===== src/rtl/keypad_code_entry_if.sv =====
// Keypad entry bus: raw decoder input, consumer ack, and the assembled code/key event outputs.
interface keypad_code_entry_if #(
  parameter int unsigned NUM_DIGITS = 4
);
  logic [3:0]              dec_in;
  logic                    code_ack;
  logic [4*NUM_DIGITS-1:0] entered_code;
  logic [2:0]              digit_count;
  logic                    code_entered;
  logic                    key_strobe;
  logic [3:0]              key_value;

  modport master (
    output dec_in, code_ack,
    input  entered_code, digit_count, code_entered, key_strobe, key_value
  );

  modport slave (
    input  dec_in, code_ack,
    output entered_code, digit_count, code_entered, key_strobe, key_value
  );
endinterface


===== src/rtl/keypad_code_entry.sv =====
// Debounces the keypad decoder output into single key events and assembles them into a code.
// Optional inactivity timeout of partial entries is enabled with KEYPAD_TIMEOUT_EN.
//
// state        | meaning
// S_IDLE       | no key seen, waiting for dec_q != F
// S_DB_PRESS   | candidate key must stay stable for DEBOUNCE_CYCLES
// S_HELD       | key accepted and strobed, waiting for release
// S_DB_RELEASE | release must stay stable for DEBOUNCE_CYCLES
module keypad_code_entry #(
  parameter int unsigned DEBOUNCE_CYCLES = 1000000,
  parameter int unsigned NUM_DIGITS      = 4,
  parameter logic [3:0]  BKSP_KEY        = 4'hD,
  parameter logic [3:0]  CLR_KEY         = 4'hE,
  parameter int unsigned TIMEOUT_CYCLES  = 500000000
) (
  input logic                clock_100Mhz,
  input logic                reset,
  keypad_code_entry_if.slave bus
);

  typedef enum logic [1:0] {S_IDLE, S_DB_PRESS, S_HELD, S_DB_RELEASE} key_state_e;

  localparam int unsigned    CW       = $clog2(DEBOUNCE_CYCLES);
  localparam logic [CW-1:0]  DB_LAST  = CW'(DEBOUNCE_CYCLES - 1);
  localparam int unsigned    BW       = 4 * NUM_DIGITS;
  localparam logic [2:0]     FULL_CNT = 3'(NUM_DIGITS);
  localparam logic [3:0]     NO_KEY   = 4'hF;

  if (DEBOUNCE_CYCLES < 2 || NUM_DIGITS < 1 || NUM_DIGITS > 7 || TIMEOUT_CYCLES < 2) begin : g_bad_params
    $error("keypad_code_entry: illegal parameter value");
  end

  key_state_e    state_q, state_d;
  logic [3:0]    dec_q;
  logic [3:0]    cand_q, cand_d;
  logic [CW-1:0] cnt_q, cnt_d;
  logic          strobe_q, strobe_d;
  logic [3:0]    key_q, key_d;
  logic [BW-1:0] code_q, code_d;
  logic [2:0]    count_q, count_d;
  logic          full_q, full_d;
  logic [BW-1:0] key_ext;
  logic          tmo_fire;

  always_ff @(posedge clock_100Mhz or negedge reset) begin
    if (!reset) begin
      state_q  <= S_IDLE;
      dec_q    <= NO_KEY;
      cand_q   <= NO_KEY;
      cnt_q    <= '0;
      strobe_q <= 1'b0;
      key_q    <= NO_KEY;
      code_q   <= '0;
      count_q  <= '0;
      full_q   <= 1'b0;
    end else begin
      state_q  <= state_d;
      dec_q    <= bus.dec_in;
      cand_q   <= cand_d;
      cnt_q    <= cnt_d;
      strobe_q <= strobe_d;
      key_q    <= key_d;
      code_q   <= code_d;
      count_q  <= count_d;
      full_q   <= full_d;
    end
  end

  always_comb begin
    state_d  = state_q;
    cand_d   = cand_q;
    cnt_d    = cnt_q;
    strobe_d = 1'b0;
    key_d    = key_q;
    unique case (state_q)
      S_IDLE: begin
        if (dec_q != NO_KEY) begin
          cand_d  = dec_q;
          cnt_d   = '0;
          state_d = S_DB_PRESS;
        end
      end
      S_DB_PRESS: begin
        if (dec_q == NO_KEY) begin
          cnt_d   = '0;
          state_d = S_IDLE;
        end else if (dec_q != cand_q) begin
          cand_d = dec_q;
          cnt_d  = '0;
        end else if (cnt_q == DB_LAST) begin
          strobe_d = 1'b1;
          key_d    = cand_q;
          cnt_d    = '0;
          state_d  = S_HELD;
        end else begin
          cnt_d = cnt_q + 1'b1;
        end
      end
      S_HELD: begin
        // Other keys are ignored until a clean release.
        if (dec_q == NO_KEY) begin
          cnt_d   = '0;
          state_d = S_DB_RELEASE;
        end
      end
      S_DB_RELEASE: begin
        if (dec_q != NO_KEY) begin
          state_d = S_HELD;
        end else if (cnt_q == DB_LAST) begin
          cnt_d   = '0;
          state_d = S_IDLE;
        end else begin
          cnt_d = cnt_q + 1'b1;
        end
      end
      default: state_d = S_IDLE;
    endcase
  end

`ifdef KEYPAD_TIMEOUT_EN
  localparam int unsigned   TW       = $clog2(TIMEOUT_CYCLES);
  localparam logic [TW-1:0] TMO_LAST = TW'(TIMEOUT_CYCLES - 1);

  logic [TW-1:0] tmo_q, tmo_d;

  always_ff @(posedge clock_100Mhz or negedge reset) begin
    if (!reset) tmo_q <= '0;
    else        tmo_q <= tmo_d;
  end

  always_comb begin
    tmo_d    = '0;
    tmo_fire = 1'b0;
    if (!strobe_q && count_q != 3'd0 && count_q < FULL_CNT) begin
      if (tmo_q == TMO_LAST) tmo_fire = 1'b1;
      else                   tmo_d    = tmo_q + 1'b1;
    end
  end
`else
  assign tmo_fire = 1'b0;
`endif

  always_comb begin
    key_ext      = '0;
    key_ext[3:0] = key_q;
  end

  always_comb begin
    code_d  = code_q;
    count_d = count_q;
    full_d  = full_q;
    // An ack on the same edge as a key update wins; the key event is dropped.
    if (full_q && bus.code_ack) begin
      code_d  = '0;
      count_d = '0;
      full_d  = 1'b0;
    end else if (strobe_q) begin
      if (key_q == CLR_KEY) begin
        code_d  = '0;
        count_d = '0;
        full_d  = 1'b0;
      end else if (key_q == BKSP_KEY) begin
        if (count_q != 3'd0) begin
          code_d  = code_q >> 4;
          count_d = count_q - 1'b1;
          full_d  = 1'b0;
        end
      end else if (!full_q) begin
        code_d  = (code_q << 4) | key_ext;
        count_d = count_q + 1'b1;
        full_d  = ((count_q + 1'b1) == FULL_CNT);
      end
    end else if (tmo_fire) begin
      code_d  = '0;
      count_d = '0;
      full_d  = 1'b0;
    end
  end

  assign bus.entered_code = code_q;
  assign bus.digit_count  = count_q;
  assign bus.code_entered = full_q;
  assign bus.key_strobe   = strobe_q;
  assign bus.key_value    = key_q;

endmodule


===== src/flat_wrapper.sv =====
// flat-port wrapper written by rule: the top's interface ports become plain ports
module keypad_code_entry_flat 
#(
  parameter int unsigned DEBOUNCE_CYCLES = 1000000,
  parameter int unsigned NUM_DIGITS      = 4,
  parameter logic [3:0]  BKSP_KEY        = 4'hD,
  parameter logic [3:0]  CLR_KEY         = 4'hE,
  parameter int unsigned TIMEOUT_CYCLES  = 500000000
)
  (clock_100Mhz, reset, bus_dec_in, bus_code_ack, bus_entered_code, bus_digit_count, bus_code_entered, bus_key_strobe, bus_key_value);
  keypad_code_entry_if #(.NUM_DIGITS(NUM_DIGITS)) bus_i ();
  input logic clock_100Mhz;
  input logic reset;
  input wire logic [$bits(bus_i.dec_in)-1:0] bus_dec_in;
  input wire logic [$bits(bus_i.code_ack)-1:0] bus_code_ack;
  output wire logic [$bits(bus_i.entered_code)-1:0] bus_entered_code;
  output wire logic [$bits(bus_i.digit_count)-1:0] bus_digit_count;
  output wire logic [$bits(bus_i.code_entered)-1:0] bus_code_entered;
  output wire logic [$bits(bus_i.key_strobe)-1:0] bus_key_strobe;
  output wire logic [$bits(bus_i.key_value)-1:0] bus_key_value;
  assign bus_i.dec_in = bus_dec_in;
  assign bus_i.code_ack = bus_code_ack;
  assign bus_entered_code = bus_i.entered_code;
  assign bus_digit_count = bus_i.digit_count;
  assign bus_code_entered = bus_i.code_entered;
  assign bus_key_strobe = bus_i.key_strobe;
  assign bus_key_value = bus_i.key_value;
  keypad_code_entry #(.DEBOUNCE_CYCLES(DEBOUNCE_CYCLES), .NUM_DIGITS(NUM_DIGITS), .BKSP_KEY(BKSP_KEY), .CLR_KEY(CLR_KEY), .TIMEOUT_CYCLES(TIMEOUT_CYCLES)) u_core (.clock_100Mhz(clock_100Mhz), .reset(reset), .bus(bus_i));
endmodule

===== config.mk =====
export PLATFORM = sky130hd
export DESIGN_NAME = keypad_code_entry_flat
export DESIGN_NICKNAME = d
export VERILOG_FILES = /design/src/rtl/keypad_code_entry_if.sv /design/src/rtl/keypad_code_entry.sv /design/src/flat_wrapper.sv
export SDC_FILE = /design/constraint.sdc
export NUM_CORES = 1
export LEC_CHECK = 0
export CORE_UTILIZATION = 45
export CTS_CLUSTER_DIAMETER = 200
export DETAILED_ROUTE_END_ITERATION = 16
export PLACE_DENSITY = 0.69
export SYNTH_ARGS = -nofsm -noshare
export SYNTH_HDL_FRONTEND = slang
export SYNTH_SLANG_ARGS = --single-unit

===== constraint.sdc =====
create_clock -name clock_100Mhz -period 2.7 [get_ports clock_100Mhz]
set_clock_uncertainty 0.2 [all_clocks]
set_input_delay 0.405 -clock clock_100Mhz [delete_from_list [all_inputs] [get_ports clock_100Mhz]]
set_output_delay 0.405 -clock clock_100Mhz [all_outputs]
set_load 0.01 [all_outputs]

==> impl_metrics.toml <==
[run_status]
status = "completed"

[hold_path]
min_path_type = "input port to register"
holdPathEnd = "u_core.dec_q[0]"
min_path_cells = 1
hold_start = "bus_dec_in[0]"

[clock_tree]
clk_latency_ns = 0.32
htree_levels = 2
path_clk_slew_ns = 0.11
clock_path_buffers = 2
cts_root_buf = "clkbuf_8"
clock_sinks = 55
cts_made_buffers = 5
tritoncts = "built"
cts_resized = 0

[routing]
vias_per_cell = 5.863
wl_per_cell_um = 15.11
drtPass1Iterations = 4
vias = 2398
drc_errors = 0
drt_iter0_markers = 114
drt-total-wl_um = 6178
ant_nets = 0

[timing]
relSlewSlack_pct = 70.07
setup_viol = 0
post-route-period-util_pct = 82.32
setup_tns_ns = 0
final.min_clock_period_ns = 2.223
worst_pin_slew_ns = 0.4452
worst_hold_slack_ns = 0.2732
slew_violations = 0
rsz0062_at_grt = "false"
hold_viol = 0
fmax_ghz = 0.4499

[final_layout]
layout_common_cells = "43 x dfrtp_1, 40 x nand2_1, 30 x clkdlybuf4s50_1"
diodes = 0
utilization_pct = 54.96
area_growth_pct = 17.43
fillCellCount = 569
final_cells = 409
final_area_um2 = 3490
drive_gt1_share_pct = 15.66
final_common_cell = "dfrtp_1"
nets = 343

[power]
power_density_nw_per_um2 = 416.1
ir_worst_vdd_mv = 0.2287
leakagePower_nw = 1.396

[worst_setup_path]
crit_chain = "nand4_1 > mux2_2 > nand3b_4 > o311ai_1"
ff2ff_setup_slack_ns = 0.48
r2r-end = "u_core.cnt_q[12]"
path_delay_family = "simple AND/OR/NAND/NOR gates"
worstReg2RegStart = "u_core.dec_q[2]"
cp_max_fo = 18
critPathLaunchType = "register"
cp_slowest_cell = "dfstp_2"
reg2reg_depth = 4
arrival_ns = 2.24
required_ns = 2.71
cp-end-kind = "register"
max_stage_delay_ns = 0.57
path_buf_inv = 0
crit_type = "register to register"

[placement]
dpl.cell_count = 400
dpl-instance-area_um2 = 3377
place_congestion = 0.8132
io_buffers = 31
hpwlAfterDp_um = 4448

[die]
ios = 32
initial_core_util_pct = 46.80
rows = 29
core_area_um2 = 6350
die_h_um = 83.26
die_width_um = 83.26
die-area_um2 = 6932

[logic_synthesis]
syn_nets = 307
synth_enable_flop_cells = 0
synth-seq-area-share_pct = 46.82
synth_compound_area_share_pct = 16.76
synthXorXnorAreaFrac_pct = 1.474
yosys-top-cells-area = "dfrtp_1 36%, dfstp_2 11%, nand2_1 5.1%"
ys_ff_latch = 55
yosysWarnings = 0
syn_avg_cell_area_um2 = 10.07
synthSimpleGateAreaFrac_pct = 20.42
synth_top_area_share_pct = 36.21
async_reset_ff_share_pct = 100.0
yosysUniqueCellTypes = 55
synth_cells = 295
yosys_most_used_dff = "dfrtp_1"
synthAdderAreaFrac_pct = 2.105
syn_area_um2 = 2972
synth_top_family_by_area = "simple AND/OR/NAND/NOR gates"
synth_top_area_cell = "dfrtp_1"
synthMuxAreaShare_pct = 7.326

[global_routing]
grt_util_all_layers_pct = 19.08
grt_pass1_wl_um = 10670
grt_max_degree = 29
grt_pass1_vias = 2205
antenna_found_initial = 0
grt-ovfl-total = 0

[flow_run]
drv_cap = 0
-- through the flow --
stage | setup slack, ns | power, mW
6_report | 0.4773 | 1.452
5_1_grt | 0.3193 | 1.521
4_1_cts | 0.4697 | 1.475
3_5_place_dp | 0.4460 | 0.9760
3_3_place_gp | 0.4608 | 0.9736
2_1_floorplan | 0.7137 | 0.9242
-- layout make-up --
type / count / area [um^2] / share of cell area [%]
repair buffers: 43 / 410.4 / 11.76
clock inverters: 3 / 33.78 / 0.9681
flip-flops and latches: 55 / 1391 / 39.87
multi-input cells: 210 / 1429 / 40.95
inverters: 16 / 60.06 / 1.721
well taps: 77 / 96.34 / 2.761
clock buffers: 5 / 68.82 / 1.972
-- how the worst max path moves through the flow --
stage,endpoint,from,slack (ns),cells past startpoint
floorplan,u_core.bus.key_value[0],u_core.cnt_q[0],0.71,6
global placement,u_core.bus.entered_code[0],bus_code_ack,0.46,7
detailed placement,u_core.bus.entered_code[0],bus_code_ack,0.45,7
CTS,u_core.cnt_q[12],u_core.dec_q[3],0.47,4
global route,register,u_core.cnt_q[0],0.32,6
finish,u_core.cnt_q[12],u_core.dec_q[2],0.48,4
-- flip-flops by register name (all words and copies together) (netlist names), named ones only --
name and cells:
u_core.state_q 1, u_core.bus.entered_code 16, u_core.bus.digit_count 3, u_core.bus.key_value 4
u_core.cand_q 4, u_core.dec_q 4, u_core.cnt_q 20, u_core.bus.code_entered 1
u_core.bus.key_strobe 1
-- cell usage after synthesis, drive strengths merged, types with 9 or more instances --
| cell type | instances |
|---|---|
| dfstp | 12 |
| o21ai | 11 |
| nor2 | 10 |
| inv | 16 |
| nand2 | 41 |
| mux2 | 15 |
| o31ai | 9 |
| dfrtp | 43 |
| nand3 | 14 |
| a22o | 9 |
| buf | 10 |
| nand4 | 12 |
| a31oi | 10 |
| o22ai | 11 |
-- per-layer routing --
metal	GRT usage (%)	up-vias	part of all wire, %
met4	6.583	0	1.3
met5	0	-	0
met1	27.04	1167	47
met2	29.21	53	47
li1	-	1172	-
met3	3.678	6	4.5
-- kinds of logic (layout without fill, tap and decap cells) --
logic type | Yosys count | count (layout)
fa+ha+maj | 5 | 5
mux | 18 | 18
buf+inv | 30 | 67
simple gates | 111 | 111
xor+xnor | 5 | 5
compound gates | 71 | 71
flops | 55 | 55
-- repair_timing --
item,4_1_cts,5_1_grt
hold buffers,1,0
setup buffers,0,0
hold endpoints to repair,11,0
-- power breakdown --
| part | switching (mW) | total [mW] | leakage, nW | internal, mW |
|---|---|---|---|---|
| Sequential | 0.0122 | 0.855 | 0.717 | 0.842 |
| Combinational | 0.0581 | 0.106 | 0.627 | 0.0476 |
| Clock | 0.296 | 0.492 | 0.0515 | 0.196 |
No activity file was read; power rests on OpenSTA's default activity.
